<file path="config.mk">
export PLATFORM = sky130hd
export DESIGN_NAME = conv_layer_seq_flat
export DESIGN_NICKNAME = d
export VERILOG_FILES = /design/src/rtl/conv_layer_seq_pkg.sv /design/src/rtl/conv_layer_seq_if.sv /design/src/rtl/conv_layer_seq_addr_gen.sv /design/src/rtl/conv_layer_seq.sv /design/src/flat_wrapper.sv
export SDC_FILE = /design/constraint.sdc
export NUM_CORES = 1
export LEC_CHECK = 0
export BUFFER_PORTS_ARGS = -buffer_cell sky130_fd_sc_hd__buf_2
export CORE_MARGIN = 4
export CORE_UTILIZATION = 55
export CTS_CLUSTER_SIZE = 30
export DETAILED_ROUTE_END_ITERATION = 8
export PLACE_DENSITY = 0.77
export SLEW_MARGIN = 15
export SYNTH_ARGS = -nofsm -noshare
export SYNTH_HDL_FRONTEND = slang
export SYNTH_SLANG_ARGS = --single-unit
</file>
<file path="constraint.sdc">
create_clock -name Clk -period 14.6 [get_ports Clk]
set_input_delay 0.73 -clock Clk [delete_from_list [all_inputs] [get_ports Clk]]
set_output_delay 0.73 -clock Clk [all_outputs]
set_load 0.005 [all_outputs]
</file>
<file path="src/rtl/conv_layer_seq_pkg.sv">
// Shared definitions for the layer sequencer: default widths, the FSM state
// encoding and the per-instruction weight stride helper.
package conv_layer_seq_pkg;

    localparam int DefAddrWidth  = 32;
    localparam int DefPictWidth  = 9;
    localparam int DefPixelNum   = 18;
    localparam int DefChWidth    = 10;
    localparam int DefKernelSize = 9;
    localparam int DefInputDim   = 4;

    // Weight words consumed by one instruction (InputDim kernels of KernelSize).
    function automatic int weight_stride(input int input_dim, input int kernel_size);
        return input_dim * kernel_size;
    endfunction

    localparam int DefWeightStride = DefInputDim * DefKernelSize;

    typedef enum logic [2:0] {
        ST_IDLE  = 3'd0,
        ST_SETUP = 3'd1,
        ST_ISSUE = 3'd2,
        ST_WAIT  = 3'd3,
        ST_DONE  = 3'd4
    } state_t;

endpackage

</file>
<file path="src/rtl/conv_layer_seq_if.sv">
// Host-config / instruction bus of the layer sequencer.
// master = host + convolution controller side, slave = sequencer.
// Optional CONV_SEQ_PERF_EN adds the performance counter outputs.
interface conv_layer_seq_if
    import conv_layer_seq_pkg::*;
#(
    parameter int MaxAddrWidth = DefAddrWidth,
    parameter int MaxPictWidth = DefPictWidth,
    parameter int MaxChWidth   = DefChWidth
);
    logic                    start_in;
    logic [MaxChWidth-1:0]   in_groups_in;
    logic [MaxChWidth-1:0]   out_ch_in;
    logic [MaxAddrWidth-1:0] weight_base_in;
    logic [MaxAddrWidth-1:0] data_base_in;
    logic [MaxPictWidth-1:0] pict_size_in;
    logic                    conv_done_in;

    logic [MaxAddrWidth-1:0] weight_addr0_out;
    logic [MaxAddrWidth-1:0] weight_addr1_out;
    logic [MaxAddrWidth-1:0] weight_addr2_out;
    logic [MaxAddrWidth-1:0] weight_addr3_out;
    logic [MaxAddrWidth-1:0] data_addr0_out;
    logic [MaxAddrWidth-1:0] data_addr1_out;
    logic [MaxAddrWidth-1:0] data_addr2_out;
    logic [MaxAddrWidth-1:0] data_addr3_out;
    logic [MaxPictWidth-1:0] pict_size_out;
    logic                    conv_first_out;
    logic                    conv_last_out;
    logic                    inst_tag_out;
    logic                    busy_out;
    logic                    layer_done_out;
`ifdef CONV_SEQ_PERF_EN
    logic [31:0]             perf_cycles_out;
    logic [2*MaxChWidth-1:0] perf_insts_out;
`endif

    modport master (
        output start_in, in_groups_in, out_ch_in, weight_base_in, data_base_in,
               pict_size_in, conv_done_in,
        input  weight_addr0_out, weight_addr1_out, weight_addr2_out, weight_addr3_out,
               data_addr0_out, data_addr1_out, data_addr2_out, data_addr3_out,
               pict_size_out, conv_first_out, conv_last_out, inst_tag_out,
               busy_out, layer_done_out
`ifdef CONV_SEQ_PERF_EN
        , input perf_cycles_out, perf_insts_out
`endif
    );

    modport slave (
        input  start_in, in_groups_in, out_ch_in, weight_base_in, data_base_in,
               pict_size_in, conv_done_in,
        output weight_addr0_out, weight_addr1_out, weight_addr2_out, weight_addr3_out,
               data_addr0_out, data_addr1_out, data_addr2_out, data_addr3_out,
               pict_size_out, conv_first_out, conv_last_out, inst_tag_out,
               busy_out, layer_done_out
`ifdef CONV_SEQ_PERF_EN
        , output perf_cycles_out, perf_insts_out
`endif
    );

endinterface

</file>
<file path="src/rtl/conv_layer_seq_addr_gen.sv">
// conv_addr_gen: registers the four kernel bases and four plane bases of one
// instruction from the current weight/data pointers and the plane size.
module conv_addr_gen
    import conv_layer_seq_pkg::*;
#(
    parameter int MaxAddrWidth = DefAddrWidth,
    parameter int MaxPixelNum  = DefPixelNum,
    parameter int KernelSize   = DefKernelSize
) (
    input  logic                    Clk,
    input  logic                    Rst_n,
    input  logic                    load,
    input  logic [MaxAddrWidth-1:0] w_ptr,
    input  logic [MaxAddrWidth-1:0] d_ptr,
    input  logic [MaxPixelNum-1:0]  pix_num,
    output logic [MaxAddrWidth-1:0] weight_addr [4],
    output logic [MaxAddrWidth-1:0] data_addr [4]
);

    // Capture all eight addresses on the issue cycle; sums wrap modulo 2^MaxAddrWidth.
    always_ff @(posedge Clk or negedge Rst_n) begin
        if (!Rst_n) begin
            for (int k = 0; k < 4; k++) begin
                weight_addr[k] <= '0;
                data_addr[k]   <= '0;
            end
        end else if (load) begin
            for (int k = 0; k < 4; k++) begin
                weight_addr[k] <= w_ptr + MaxAddrWidth'(k * KernelSize);
                data_addr[k]   <= d_ptr + MaxAddrWidth'(pix_num) * MaxAddrWidth'(k);
            end
        end
    end

endmodule

</file>
<file path="src/rtl/conv_layer_seq.sv">
// conv_layer_seq: walks every output channel x input-channel group of a layer,
// issuing one convolution instruction per step and waiting for its completion.
// Optional macro CONV_SEQ_PERF_EN adds busy-cycle and issued-instruction counters.
//
// state | meaning
// IDLE  | waiting for start_in, config latched on acceptance
// SETUP | square the side length, clear counters and pointers
// ISSUE | register the instruction addresses/flags, toggle inst_tag
// WAIT  | wait for conv_done_in, then advance group/channel
// DONE  | one-cycle layer_done pulse
module conv_layer_seq
    import conv_layer_seq_pkg::*;
#(
    parameter int MaxAddrWidth = DefAddrWidth,
    parameter int MaxPictWidth = DefPictWidth,
    parameter int MaxPixelNum  = DefPixelNum,
    parameter int MaxChWidth   = DefChWidth,
    parameter int KernelSize   = DefKernelSize,
    parameter int InputDim     = DefInputDim
) (
    input logic             Clk,
    input logic             Rst_n,
    conv_layer_seq_if.slave bus
);

    localparam logic [MaxAddrWidth-1:0] WStep =
        MaxAddrWidth'(weight_stride(InputDim, KernelSize));
    localparam logic [MaxChWidth-1:0] ChOne = MaxChWidth'(1);

    state_t state, state_nxt;

    logic [MaxChWidth-1:0]   in_groups_r, out_ch_r, oc, g;
    logic [MaxAddrWidth-1:0] weight_base_r, data_base_r, w_ptr, d_ptr;
    logic [MaxPictWidth-1:0] pict_r;
    logic [MaxPixelNum-1:0]  pix_num, pict_ext;
    logic                    first_r, last_r, tag_r;
    logic                    busy, layer_done, issue_en, start_acc, done_acc;
    logic                    grp_last, oc_last;
    logic [MaxAddrWidth-1:0] w_addr [4];
    logic [MaxAddrWidth-1:0] d_addr [4];

    assign pict_ext = MaxPixelNum'(pict_r);
    assign grp_last = (g == in_groups_r - ChOne);
    assign oc_last  = (oc == out_ch_r - ChOne);

    // State register.
    always_ff @(posedge Clk or negedge Rst_n) begin
        if (!Rst_n) state <= ST_IDLE;
        else        state <= state_nxt;
    end

    // Next-state logic; start and done pulses only count in IDLE and WAIT.
    always_comb begin
        state_nxt = state;
        case (state)
            ST_IDLE:  if (bus.start_in) state_nxt = ST_SETUP;
            ST_SETUP: state_nxt = (in_groups_r == '0 || out_ch_r == '0) ? ST_DONE : ST_ISSUE;
            ST_ISSUE: state_nxt = ST_WAIT;
            ST_WAIT:  if (bus.conv_done_in) state_nxt = (grp_last && oc_last) ? ST_DONE : ST_ISSUE;
            ST_DONE:  state_nxt = ST_IDLE;
            default:  state_nxt = ST_IDLE;
        endcase
    end

    // State-decoded outputs and strobes.
    always_comb begin
        busy       = (state != ST_IDLE);
        layer_done = (state == ST_DONE);
        issue_en   = (state == ST_ISSUE);
        start_acc  = (state == ST_IDLE) && bus.start_in;
        done_acc   = (state == ST_WAIT) && bus.conv_done_in;
    end

    // Config latch, loop counters, pointers and instruction flags.
    always_ff @(posedge Clk or negedge Rst_n) begin
        if (!Rst_n) begin
            in_groups_r   <= '0;
            out_ch_r      <= '0;
            weight_base_r <= '0;
            data_base_r   <= '0;
            pict_r        <= '0;
            pix_num       <= '0;
            oc            <= '0;
            g             <= '0;
            w_ptr         <= '0;
            d_ptr         <= '0;
            first_r       <= 1'b0;
            last_r        <= 1'b0;
            tag_r         <= 1'b0;
        end else begin
            if (start_acc) begin
                in_groups_r   <= bus.in_groups_in;
                out_ch_r      <= bus.out_ch_in;
                weight_base_r <= bus.weight_base_in;
                data_base_r   <= bus.data_base_in;
                pict_r        <= bus.pict_size_in;
            end
            if (state == ST_SETUP) begin
                pix_num <= pict_ext * pict_ext;
                oc      <= '0;
                g       <= '0;
                w_ptr   <= weight_base_r;
                d_ptr   <= data_base_r;
            end
            if (issue_en) begin
                first_r <= (g == '0);
                last_r  <= grp_last;
                tag_r   <= ~tag_r;
            end
            if (done_acc) begin
                w_ptr <= w_ptr + WStep;
                if (!grp_last) begin
                    g     <= g + ChOne;
                    d_ptr <= d_ptr + MaxAddrWidth'(pix_num) * MaxAddrWidth'(InputDim);
                end else begin
                    g     <= '0;
                    d_ptr <= data_base_r;
                    oc    <= oc + ChOne;
                end
            end
        end
    end

    conv_addr_gen #(
        .MaxAddrWidth (MaxAddrWidth),
        .MaxPixelNum  (MaxPixelNum),
        .KernelSize   (KernelSize)
    ) u_addr_gen (
        .Clk         (Clk),
        .Rst_n       (Rst_n),
        .load        (issue_en),
        .w_ptr       (w_ptr),
        .d_ptr       (d_ptr),
        .pix_num     (pix_num),
        .weight_addr (w_addr),
        .data_addr   (d_addr)
    );

    assign bus.weight_addr0_out = w_addr[0];
    assign bus.weight_addr1_out = w_addr[1];
    assign bus.weight_addr2_out = w_addr[2];
    assign bus.weight_addr3_out = w_addr[3];
    assign bus.data_addr0_out   = d_addr[0];
    assign bus.data_addr1_out   = d_addr[1];
    assign bus.data_addr2_out   = d_addr[2];
    assign bus.data_addr3_out   = d_addr[3];
    assign bus.pict_size_out    = pict_r;
    assign bus.conv_first_out   = first_r;
    assign bus.conv_last_out    = last_r;
    assign bus.inst_tag_out     = tag_r;
    assign bus.busy_out         = busy;
    assign bus.layer_done_out   = layer_done;

`ifdef CONV_SEQ_PERF_EN
    logic [31:0]             perf_cycles;
    logic [2*MaxChWidth-1:0] perf_insts;

    // Performance counters: cleared on start acceptance, held after the layer.
    always_ff @(posedge Clk or negedge Rst_n) begin
        if (!Rst_n) begin
            perf_cycles <= '0;
            perf_insts  <= '0;
        end else if (start_acc) begin
            perf_cycles <= '0;
            perf_insts  <= '0;
        end else begin
            if (busy)     perf_cycles <= perf_cycles + 32'd1;
            if (issue_en) perf_insts  <= perf_insts + (2*MaxChWidth)'(1);
        end
    end

    assign bus.perf_cycles_out = perf_cycles;
    assign bus.perf_insts_out  = perf_insts;
`endif

endmodule

</file>
<file path="src/flat_wrapper.sv">
// flat-port wrapper written by rule: the top's interface ports become plain ports
module conv_layer_seq_flat import conv_layer_seq_pkg::*;
#(
    parameter int MaxAddrWidth = DefAddrWidth,
    parameter int MaxPictWidth = DefPictWidth,
    parameter int MaxPixelNum  = DefPixelNum,
    parameter int MaxChWidth   = DefChWidth,
    parameter int KernelSize   = DefKernelSize,
    parameter int InputDim     = DefInputDim
)
  (Clk, Rst_n, bus_start_in, bus_in_groups_in, bus_out_ch_in, bus_weight_base_in, bus_data_base_in, bus_pict_size_in, bus_conv_done_in, bus_weight_addr0_out, bus_weight_addr1_out, bus_weight_addr2_out, bus_weight_addr3_out, bus_data_addr0_out, bus_data_addr1_out, bus_data_addr2_out, bus_data_addr3_out, bus_pict_size_out, bus_conv_first_out, bus_conv_last_out, bus_inst_tag_out, bus_busy_out, bus_layer_done_out);
  conv_layer_seq_if #(.MaxAddrWidth(MaxAddrWidth), .MaxPictWidth(MaxPictWidth), .MaxChWidth(MaxChWidth)) bus_i ();
  input logic Clk;
  input logic Rst_n;
  input wire logic [$bits(bus_i.start_in)-1:0] bus_start_in;
  input wire logic [$bits(bus_i.in_groups_in)-1:0] bus_in_groups_in;
  input wire logic [$bits(bus_i.out_ch_in)-1:0] bus_out_ch_in;
  input wire logic [$bits(bus_i.weight_base_in)-1:0] bus_weight_base_in;
  input wire logic [$bits(bus_i.data_base_in)-1:0] bus_data_base_in;
  input wire logic [$bits(bus_i.pict_size_in)-1:0] bus_pict_size_in;
  input wire logic [$bits(bus_i.conv_done_in)-1:0] bus_conv_done_in;
  output wire logic [$bits(bus_i.weight_addr0_out)-1:0] bus_weight_addr0_out;
  output wire logic [$bits(bus_i.weight_addr1_out)-1:0] bus_weight_addr1_out;
  output wire logic [$bits(bus_i.weight_addr2_out)-1:0] bus_weight_addr2_out;
  output wire logic [$bits(bus_i.weight_addr3_out)-1:0] bus_weight_addr3_out;
  output wire logic [$bits(bus_i.data_addr0_out)-1:0] bus_data_addr0_out;
  output wire logic [$bits(bus_i.data_addr1_out)-1:0] bus_data_addr1_out;
  output wire logic [$bits(bus_i.data_addr2_out)-1:0] bus_data_addr2_out;
  output wire logic [$bits(bus_i.data_addr3_out)-1:0] bus_data_addr3_out;
  output wire logic [$bits(bus_i.pict_size_out)-1:0] bus_pict_size_out;
  output wire logic [$bits(bus_i.conv_first_out)-1:0] bus_conv_first_out;
  output wire logic [$bits(bus_i.conv_last_out)-1:0] bus_conv_last_out;
  output wire logic [$bits(bus_i.inst_tag_out)-1:0] bus_inst_tag_out;
  output wire logic [$bits(bus_i.busy_out)-1:0] bus_busy_out;
  output wire logic [$bits(bus_i.layer_done_out)-1:0] bus_layer_done_out;
  assign bus_i.start_in = bus_start_in;
  assign bus_i.in_groups_in = bus_in_groups_in;
  assign bus_i.out_ch_in = bus_out_ch_in;
  assign bus_i.weight_base_in = bus_weight_base_in;
  assign bus_i.data_base_in = bus_data_base_in;
  assign bus_i.pict_size_in = bus_pict_size_in;
  assign bus_i.conv_done_in = bus_conv_done_in;
  assign bus_weight_addr0_out = bus_i.weight_addr0_out;
  assign bus_weight_addr1_out = bus_i.weight_addr1_out;
  assign bus_weight_addr2_out = bus_i.weight_addr2_out;
  assign bus_weight_addr3_out = bus_i.weight_addr3_out;
  assign bus_data_addr0_out = bus_i.data_addr0_out;
  assign bus_data_addr1_out = bus_i.data_addr1_out;
  assign bus_data_addr2_out = bus_i.data_addr2_out;
  assign bus_data_addr3_out = bus_i.data_addr3_out;
  assign bus_pict_size_out = bus_i.pict_size_out;
  assign bus_conv_first_out = bus_i.conv_first_out;
  assign bus_conv_last_out = bus_i.conv_last_out;
  assign bus_inst_tag_out = bus_i.inst_tag_out;
  assign bus_busy_out = bus_i.busy_out;
  assign bus_layer_done_out = bus_i.layer_done_out;
  conv_layer_seq #(.MaxAddrWidth(MaxAddrWidth), .MaxPictWidth(MaxPictWidth), .MaxPixelNum(MaxPixelNum), .MaxChWidth(MaxChWidth), .KernelSize(KernelSize), .InputDim(InputDim)) u_core (.Clk(Clk), .Rst_n(Rst_n), .bus(bus_i));
endmodule
</file>
* Word-level counts from Yosys, hierarchy flattened *
Index checks and enable logic that the tools add are counted.

storage, ports and cells
  input port bits = 97
  memories = 0
  output and inout bits = 270
  memory bits (read-only) = 0
  bits in registers = 457
  RAM bits = 0
  bits in latches = 0

operators by class
  multiply operators = 2
  reductions and logical operators = 11
  muxes and demuxes = 16
  add/subtract/negate cells = 12
  divide/modulo/power cells = 0
  eq/ne operators = 8
  magnitude comparators = 0
  shift operators = 0
  bitwise gates (word level) = 1

operators by type and width
  cell                                                 count
  2-to-1 mux 32 bit                                    5
  adder 32 x 20 -> 32 bit                              2
  adder 32 x 5 -> 32 bit, second input constant        2
  2-to-1 mux 10 bit                                    6
  adder 32 x 18 -> 32 bit                              1
  adder 32 x 19 -> 32 bit                              1
  adder 32 x 4 -> 32 bit, second input constant        1
  adder 32 x 6 -> 32 bit, second input constant        1
  logical NOT 10 bit                                   3
  adder 10 x 1 -> 10 bit, second input constant        2
  equality test 10 bit                                 2
  multiplier 18 x 2 -> 20 bit, second input constant   1
  subtractor 10 x 1 -> 10 bit, second input constant   2
  multiplier 9 x 9 -> 18 bit                           1
  2-to-1 mux 3 bit                                     4
  one-hot mux 3 bit (4 select lines)                   1
  equality test 3 x 2 -> 1 bit, second input constant  2
  != test 2 bit, second input constant                 2
  equality test 3 x 1 -> 1 bit, second input constant  1
  equality test 3 bit, second input constant           1
  logical AND 1 bit                                    3
  logical NOT 3 bit                                    1
  nonzero test 3 bit                                   1
  AND reduction 2 bit                                  1
  3 further kinds                                      3

* Logic depth before layout (Yosys ltp) *
Gate-level depths: netlist (run 1).

  depth in word-level cells = 6
  gate-level depth with buffers = 20
  depth with buffers taken out = 19

* Cells and area by module *
From an unflattened synthesis (run 1), not the netlist that was laid out.

second synthesis, totals
  cell total of the unflattened synthesis = 2621
  area total of the unflattened synthesis = 26377.8 µm²

by module, submodules not included
  module          times used  sequential area each (µm²)  area an instance (µm²)  cells each
  conv_addr_gen   1           6306.0                      14037.2                 1396
  conv_layer_seq  1           5004.8                      12340.6                 1225

* Least setup slack after synthesis (run 1) *
No wires, ideal clock.

  path kind = register to register
  from = register u_core.pict_r[2], in the netlist u_core.bus.pict_size_out[2]
  to = register u_core.pix_num[17]
  cell stages (with the launch flop) = 20
  buffers on the path = 1
  slack = 9870 ps
  required time = 14467 ps
  arrival = 4597 ps
  period minus slack after synthesis = 4730 ps
  cell sequence = dfrtp_1 > clkbuf_1 > inv_1 > nor2_1 > fa_1 > fa_1 > ha_1 > inv_1 > fa_1 > inv_1 > ha_1 > a21o_1 > a21oi_1 > o21ai_0 > a2111o_1 > a31oi_1 > a21oi_1 > a21oi_1 > xnor2_1 > o21ai_0

on the way
  longest elaborated chain between the ends = 1

RTL lines
  item                        RTL line              text
  start: declaration          conv_layer_seq.sv:34  logic [MaxPictWidth-1:0] pict_r;
  start signal: assignment    conv_layer_seq.sv:96  pict_r <= bus.pict_size_in;
  multiplier 9 x 9 -> 18 bit  conv_layer_seq.sv:99  pix_num <= pict_ext * pict_ext;
  end signal: assignment      conv_layer_seq.sv:99
  end: declaration            conv_layer_seq.sv:35  logic [MaxPixelNum-1:0] pix_num, pict_ext;

Every way passes these cells.
A chain may end at the register's enable or synchronous reset.

* Final worst setup path (run 1) *
  from = register u_core.pict_r[3], in the netlist u_core.bus.pict_size_out[3]
  to = register u_core.pix_num[17]

The elaborated chain is that of the path after synthesis.

==> impl_results.md, run 1 <==
- Clk_lat worst skew: 0.60 ns
- Core footprint: 0.0466 mm2
- Overall Global Routing Usage: 0.306
- Mapped Nets: 3091
- Worst-Margin Slew: 1.18 ns
- Final critical-path share of the clock period: 0.353
- CTS Buf Count: 49
- Final wirelength: 78300 um
- RSZ-0062 raised after global routing: no
- Final Hold Vio Count: 0
- Clock Sinks: 452
- Vias per inst: 5.85
- CTS tree: yes
- DR vias: 21900
- Worst-path fanout max: 10
- Placer's final routability congestion estimate: 1.01
- Outcome: complete, no violations
- Ys Warns: 0
- Wire per inst: 20.9 um
- Max Slew Vio Count: 0
- Synth Cell Area: 0.0259 mm2
- Sequential element share of the synthesized area: 0.437
- Worst path buffer plus inverter count: 3
- Largest delay contributor family on the critical path: adder cells
- Max-slew headroom: 0.214
- Post-route ant nets: 0
- WS Path Type: flop to flop
- Cts hold-fix bufs: 0
- Row cnt: 79
- Antenna cell count: 0
- Pin count of the biggest net entering global routing: 118
- Yosys top cell area share: 0.437
- Die height: 225 um
- Power per cell area: 299 mW/mm2
- Gr ovfl total: 0
- Slowest CP cell: dfrtp_1
- Area Growth Syn to Fin: 14.3%
- Pre-antenna DRT Iters: 6
- Initial antenna violation count: 5
- Pleak: 14.0 nW
- Setup TNS: 0 ns
- Min Tclk post-route: 5.15 ns
- Max rail drop VDD: 0.176 mV
- Final #Nets: 3364
- Post-Syn Instances: 2822
- Die X-Extent: 225 um
- Final setup fails: 0
- Dominant cells by area after synthesis: dfrtp_1 (44%), nand2_1 (8.5%), ha_1 (6.0%)
- Startpoint Class: flop
- CP endpoint kind: flop
- DRC: 0
- Die area: 0.0506 mm2
- Post-DP HPWL: 58300 um
- CP required: 15.04 ns
- Async SR Flop Fraction: 1.00
- Yosys cell types: 75
- Starting Density: 0.556
- WP data arrival: 5.59 ns
- Ratio of cells with drive above 1 in the final layout: 0.187
- I/O Pins: 367
- Yosys reg bits: 452
- CP peak stage delay: 0.59 ns
- Post-CTS setup buffer count: 0
- Worst-path cell chain: inv_1 > nor2_1 > fa_1 > fa_1 > ha_1 > inv_1 > fa_1 > inv_1 > ha_1 > a21o_1 > a21oi_1 > o21ai_0 > a2111o_1 > a31oi_1 > a21oi_1 > a21oi_1 > xnor2_1 > o21ai_0
- Top-count cell post-synth: nand2_1
- # resized after CTS: 0
- Initial DRC Count: 2219
- Synth area leader: dfrtp_1
- Hold crit path type: input pin to async pin
- Post-synth top flop: dfrtp_1
- Worst hold slack: 0.240 ns
- Max Freq: 194 MHz
- First-pass GRT wire length: 122000 um
- Clock skew: 0.0179 ns
- Post-synth EDFFs: 0
- H-tree depth: 2
- CTS Buffer Depth: 3
- PortBufs: 366
- Max Cap Viol: 0
- Clk slew on worst S/H paths: 0.06 ns
- Average cell area after synthesis: 9.17 um2
- Post-synth top cells: nand2_1 (588), dfrtp_1 (452), o21ai_0 (295), nor2_1 (163), clkbuf_1 (138)
- Vias in the first global route: 21500
- Root buf cell: clkbuf_16
==> final cells by class <==
cell class	count	area [um2]
Sequential cell	452	11300
Clock buffer	67	1410
Multi-Input combinational cell	2099	13500
Fill cell	3844	17000
Timing Repair Buffer	383	1970
Tap cell	607	759
Clock inverter	22	194
Inverter	110	413
==> per-layer routing <==
layer | global-route usage | vias to the layer above | wire [um]
li1 | - | 10100 | -
met1 | 0.450 | 10600 | 34600
met2 | 0.445 | 950 | 33200
met3 | 0.0782 | 153 | 7640
met4 | 0.101 | 10 | 2760
met5 | 0 | - | 57
==> layout by cell type, fill, tap and decap left out, types with 101 or more instances in the layout <==
cell type,netlist,routed
nand2_1,588,587
dfrtp_1,452,452
inv_1,110,110
xor2_1,101,101
nor2_1,163,160
ha_1,123,123
a21oi_1,115,115
xnor2_1,124,124
buf_2,3,365
o21ai_0,295,295
==> report_power, final <==
part	leakage, nW	switching, mW	internal (mW)
sequential	5.53	0.791	1.86
clock	0.778	0.526	0.710
combinational	7.73	2.84	2.11
total	14.0	4.16	4.67
==> flip-flops by register name, summed over array words and instances (netlist names) <==
name                           flops
u_core.bus.conv_first_out          1
u_core.bus.conv_last_out           1
u_core.bus.inst_tag_out            1
u_core.bus.pict_size_out           9
u_core.d_ptr                      32
u_core.data_base_r                32
u_core.g                          10
u_core.in_groups_r                10
u_core.oc                         10
u_core.out_ch_r                   10
u_core.pix_num                    17
u_core.state                       3
u_core.u_addr_gen.data_addr      126
u_core.u_addr_gen.weight_addr    126
u_core.w_ptr                      32
u_core.weight_base_r              32
==> kinds of logic (layout without fill, tap and decap cells) <==
group	Yosys count	after routing	synth area share
simple gates	1013	1013	0.169
compound gates	595	595	0.138
flops	452	452	0.437
buf+inv	271	582	0.0409
xor+xnor	225	225	0.0762
fa+ha+maj	172	172	0.0974
mux	94	94	0.0407
==> path summary, 6_finish.rpt <==
path	startpoint	end	slack, ns	cells past startpoint
max in group asynchronous	Rst_n	u_core.u_addr_gen.data_addr[115]$_DFFE_PN0N_	12.07	3
max reg2reg	u_core.bus.pict_size_out[3]$_DFFE_PN0P_	u_core.pix_num[17]$_DFFE_PN0P_	9.45	18
min reg2reg	u_core.u_addr_gen.data_addr[7]$_DFFE_PN0N_	u_core.u_addr_gen.data_addr[7]$_DFFE_PN0N_	0.47	2
max	u_core.bus.pict_size_out[3]$_DFFE_PN0P_	u_core.pix_num[17]$_DFFE_PN0P_	9.45	18
min in group Clk	bus_in_groups_in[0]	u_core.in_groups_r[0]$_DFFE_PN0P_	0.33	3
min	Rst_n	u_core.u_addr_gen.weight_addr[56]$_DFFE_PN0N_	0.24	1
==> metrics by stage <==
stage | util | power (mW) | instances | area (um2) | worst slack (ns)
2_1_floorplan | - | 5.99 | 2822 | 25900 | 9.87
3_3_place_gp | 0.601 | 7.37 | 3651 | 28000 | 9.56
3_5_place_dp | 0.601 | 7.55 | 3651 | 28000 | 9.48
4_1_cts | 0.635 | 8.83 | 3740 | 29600 | 9.44
5_1_grt | 0.635 | 9.66 | 3740 | 29600 | 9.07
6_report | 0.635 | 8.84 | 3740 | 29600 | 9.45
No activity file was read; power rests on OpenSTA's default activity.
==> inputs of run 2 (changes only) <==
CORE_UTILIZATION = 53   (was 55)
PLACE_DENSITY = 0.78   (was 0.77)
clock period = 4.7 ns   (was 14.6 ns; I/O delays follow)
==> impl_results.md, run 2 (synthesized netlist as in run 1, its figures left out) <==
- Max-slew headroom: 0.192 (-0.0220)
- Outcome: complete, no violations
- Hold crit path type: input pin to async pin
- WS Path Type: flop to flop
- Largest delay contributor family on the critical path: adder cells
- Pleak: 14.7 nW (+4.9%)
- Top Registers: u_core.u_addr_gen.data_addr: 126 flops, u_core.u_addr_gen.weight_addr: 126 flops
- Die height: 229 um (+1.8%)
- Commonest non-fill, non-tap cells in the layout: nand2_1 (586), dfrtp_1 (451), buf_2 (365)
- Row cnt: 80 (+1.3%)
- CP required: 5.18 ns (-9.86 ns)
- Initial antenna violation count: 2 (-3)
- Worst-Margin Slew: 1.21 ns (+0.0329 ns)
- Post-DP HPWL: 60800 um (+4.4%)
- Max rail drop VDD: 0.710 mV (+300%)
- Area Growth Syn to Fin: 20.3%
- Antenna cell count: 0 (unchanged)
- Vias per inst: 5.91 (+0.97%)
- Final Hold Vio Count: 0 (unchanged)
- Vias in the first global route: 22700 (+5.6%)
- Setup TNS: 0 ns (unchanged)
- Max Freq: 220 MHz (+13%)
- Clk slew on worst S/H paths: 0.06 ns (about the same)
- Final setup fails: 0 (unchanged)
- DR vias: 22900 (+4.8%)
- Pre-antenna DRT Iters: 6 (unchanged)
- Clock skew: 0.0184 ns (+0.000497 ns)
- CP peak stage delay: 0.54 ns (-0.05 ns)
- Worst path buffer plus inverter count: 5 (+2)
- CTS tree: yes
- Die area: 0.0524 mm2 (+3.6%)
- Fillers: 3835 (-0.23%)
- WP data arrival: 5.03 ns (-0.56 ns)
- I/O Pins: 367 (unchanged)
- Root buf cell: clkbuf_16
- H-tree depth: 2 (unchanged)
- Final critical-path share of the clock period: 0.967 (+0.614)
- Initial DRC Count: 2583 (+16%)
- Final wirelength: 83700 um (+7.0%)
- DRC: 0 (unchanged)
- Die X-Extent: 229 um (+1.8%)
- CTS Buffer Depth: 3 (unchanged)
- PortBufs: 366 (unchanged)
- CTS Buf Count: 49 (unchanged)
- Starting Density: 0.539 (-0.0161)
- Power per cell area: 936 mW/mm2 (+210%)
- Final #Nets: 3503 (+4.1%)
- Overall Global Routing Usage: 0.313 (+0.00740)
- Clk_lat worst skew: 0.59 ns (about the same)
- Post-route ant nets: 0 (unchanged)
- Pin count of the biggest net entering global routing: 133 (+13%)
- Gr ovfl total: 0 (unchanged)
- CP endpoint kind: flop
- Ratio of cells with drive above 1 in the final layout: 0.197 (+0.00947)
- Core footprint: 0.0479 mm2 (+3.0%)
- Slowest CP cell: fa_1
- Max Cap Viol: 0 (unchanged)
- Commonest non-fill, non-tap cell in the layout: nand2_1
- Startpoint Class: flop
- Worst hold slack: 0.257 ns (+0.0169 ns)
- Worst-path cell chain: buf_4 > and2_1 > ha_4 > xor2_1 > fa_1 > inv_1 > fa_1 > inv_1 > fa_1 > inv_1 > ha_4 > a2111o_1 > buf_6 > a31o_2 > a211o_1 > nand3_1 > nand2_1
- Wire per inst: 21.6 um (+3.1%)
- First-pass GRT wire length: 130000 um (+6.4%)
- Clock Sinks: 452 (unchanged)
- Worst-path fanout max: 4 (-6)
- Placer's final routability congestion estimate: 1.02 (+0.78%)
- Min Tclk post-route: 4.54 ns (-0.611 ns)
- Max Slew Vio Count: 0 (unchanged)
## run 2: changes by cell type in the layout (fill, tap and decap cells not counted), sizes merged
cell         previous run  this run
bufinv                  2         6
buf                   383       426
clkbuf                 67        72
dlygate4sd3             0        96
clkinv                 14         5
clkinvlp                6         1
## run 2: cell type report
| class | instances | area, um2 | share of cell area |
|---|---|---|---|
| Timing Repair Buffer | 522 | 3310 | 0.107 |
| Multi-Input combinational cell | 2099 | 13600 | 0.437 |
| Clock inverter | 12 | 224 | 0.00720 |
| Inverter | 110 | 413 | 0.0133 |
| Sequential cell | 452 | 11300 | 0.364 |
| Tap cell | 615 | 769 | 0.0247 |
| Clock buffer | 72 | 1460 | 0.0471 |
## run 2: path summary, 6_finish.rpt
check	from	endpoint	slack [ns]	cells after the start
max in group asynchronous	Rst_n	u_core.u_addr_gen.weight_addr[48]$_DFFE_PN0N_	3.16	3
setup reg to reg	u_core.bus.pict_size_out[0]$_DFFE_PN0P_	u_core.pix_num[13]$_DFFE_PN0P_	0.16	17
hold / removal	Rst_n	u_core.bus.pict_size_out[8]$_DFFE_PN0P_	0.26	2
hold reg to reg	u_core.u_addr_gen.weight_addr[36]$_DFFE_PN0N_	u_core.u_addr_gen.weight_addr[36]$_DFFE_PN0N_	0.47	2
setup / recovery	u_core.bus.pict_size_out[0]$_DFFE_PN0P_	u_core.pix_num[13]$_DFFE_PN0P_	0.16	17
min in group Clk	bus_weight_base_in[12]	u_core.weight_base_r[12]$_DFFE_PN0P_	0.42	3
## run 2: power breakdown
part	leakage (nW)	internal (mW)	switching, mW	total, mW
clock	0.828	2.47	1.62	4.09
sequential	5.53	5.78	2.36	8.13
combinational	8.37	7.25	9.65	16.9
## run 2: metrics by stage
step                      power [mW]  setup WS [ns]  area (um2)   util  instances
after CTS                       28.6         0.0311       31000  0.647       3879
after global routing            31.5        -0.0184       31100  0.649       3882
after floorplan                 18.6         0.0216       25900      -       2822
after detailed placement        24.2         -0.134       28300  0.591       3699
after global placement          23.5       -0.00742       28300  0.591       3699
final                           29.1          0.156       31100  0.649       3882
## run 2: worst register-to-register path, stage by stage (launching register included)
cell	delay, ns
dfrtp_2	0.44
buf_4	0.15
and2_1	0.17
ha_4	0.27
xor2_1	0.18
fa_1	0.54
inv_1	0.06
fa_1	0.52
inv_1	0.05
fa_1	0.52
inv_1	0.06
ha_4	0.25
a2111o_1	0.44
buf_6	0.15
a31o_2	0.22
a211o_1	0.29
nand3_1	0.08
nand2_1	0.06
## run 2: what timing repair did
| action | CTS | global route |
|---|---|---|
| buffers inserted | 0 | 3 |
| endpoints found under the hold margin | 188 | 0 |
| setup endpoints to repair | 3 | 5 |
| pin swaps | 1 | 11 |
| resized for setup | 4 | 21 |
| hold buffers | 96 | 0 |
## run 2: layer usage
metal  up-vias  global-route usage  part of all wire
met5         -                   0          0.000084
met4         2               0.122             0.045
met3       215              0.0627             0.092
met2      1135               0.477              0.44
met1     11200               0.444              0.42
li1      10400                   -                 -
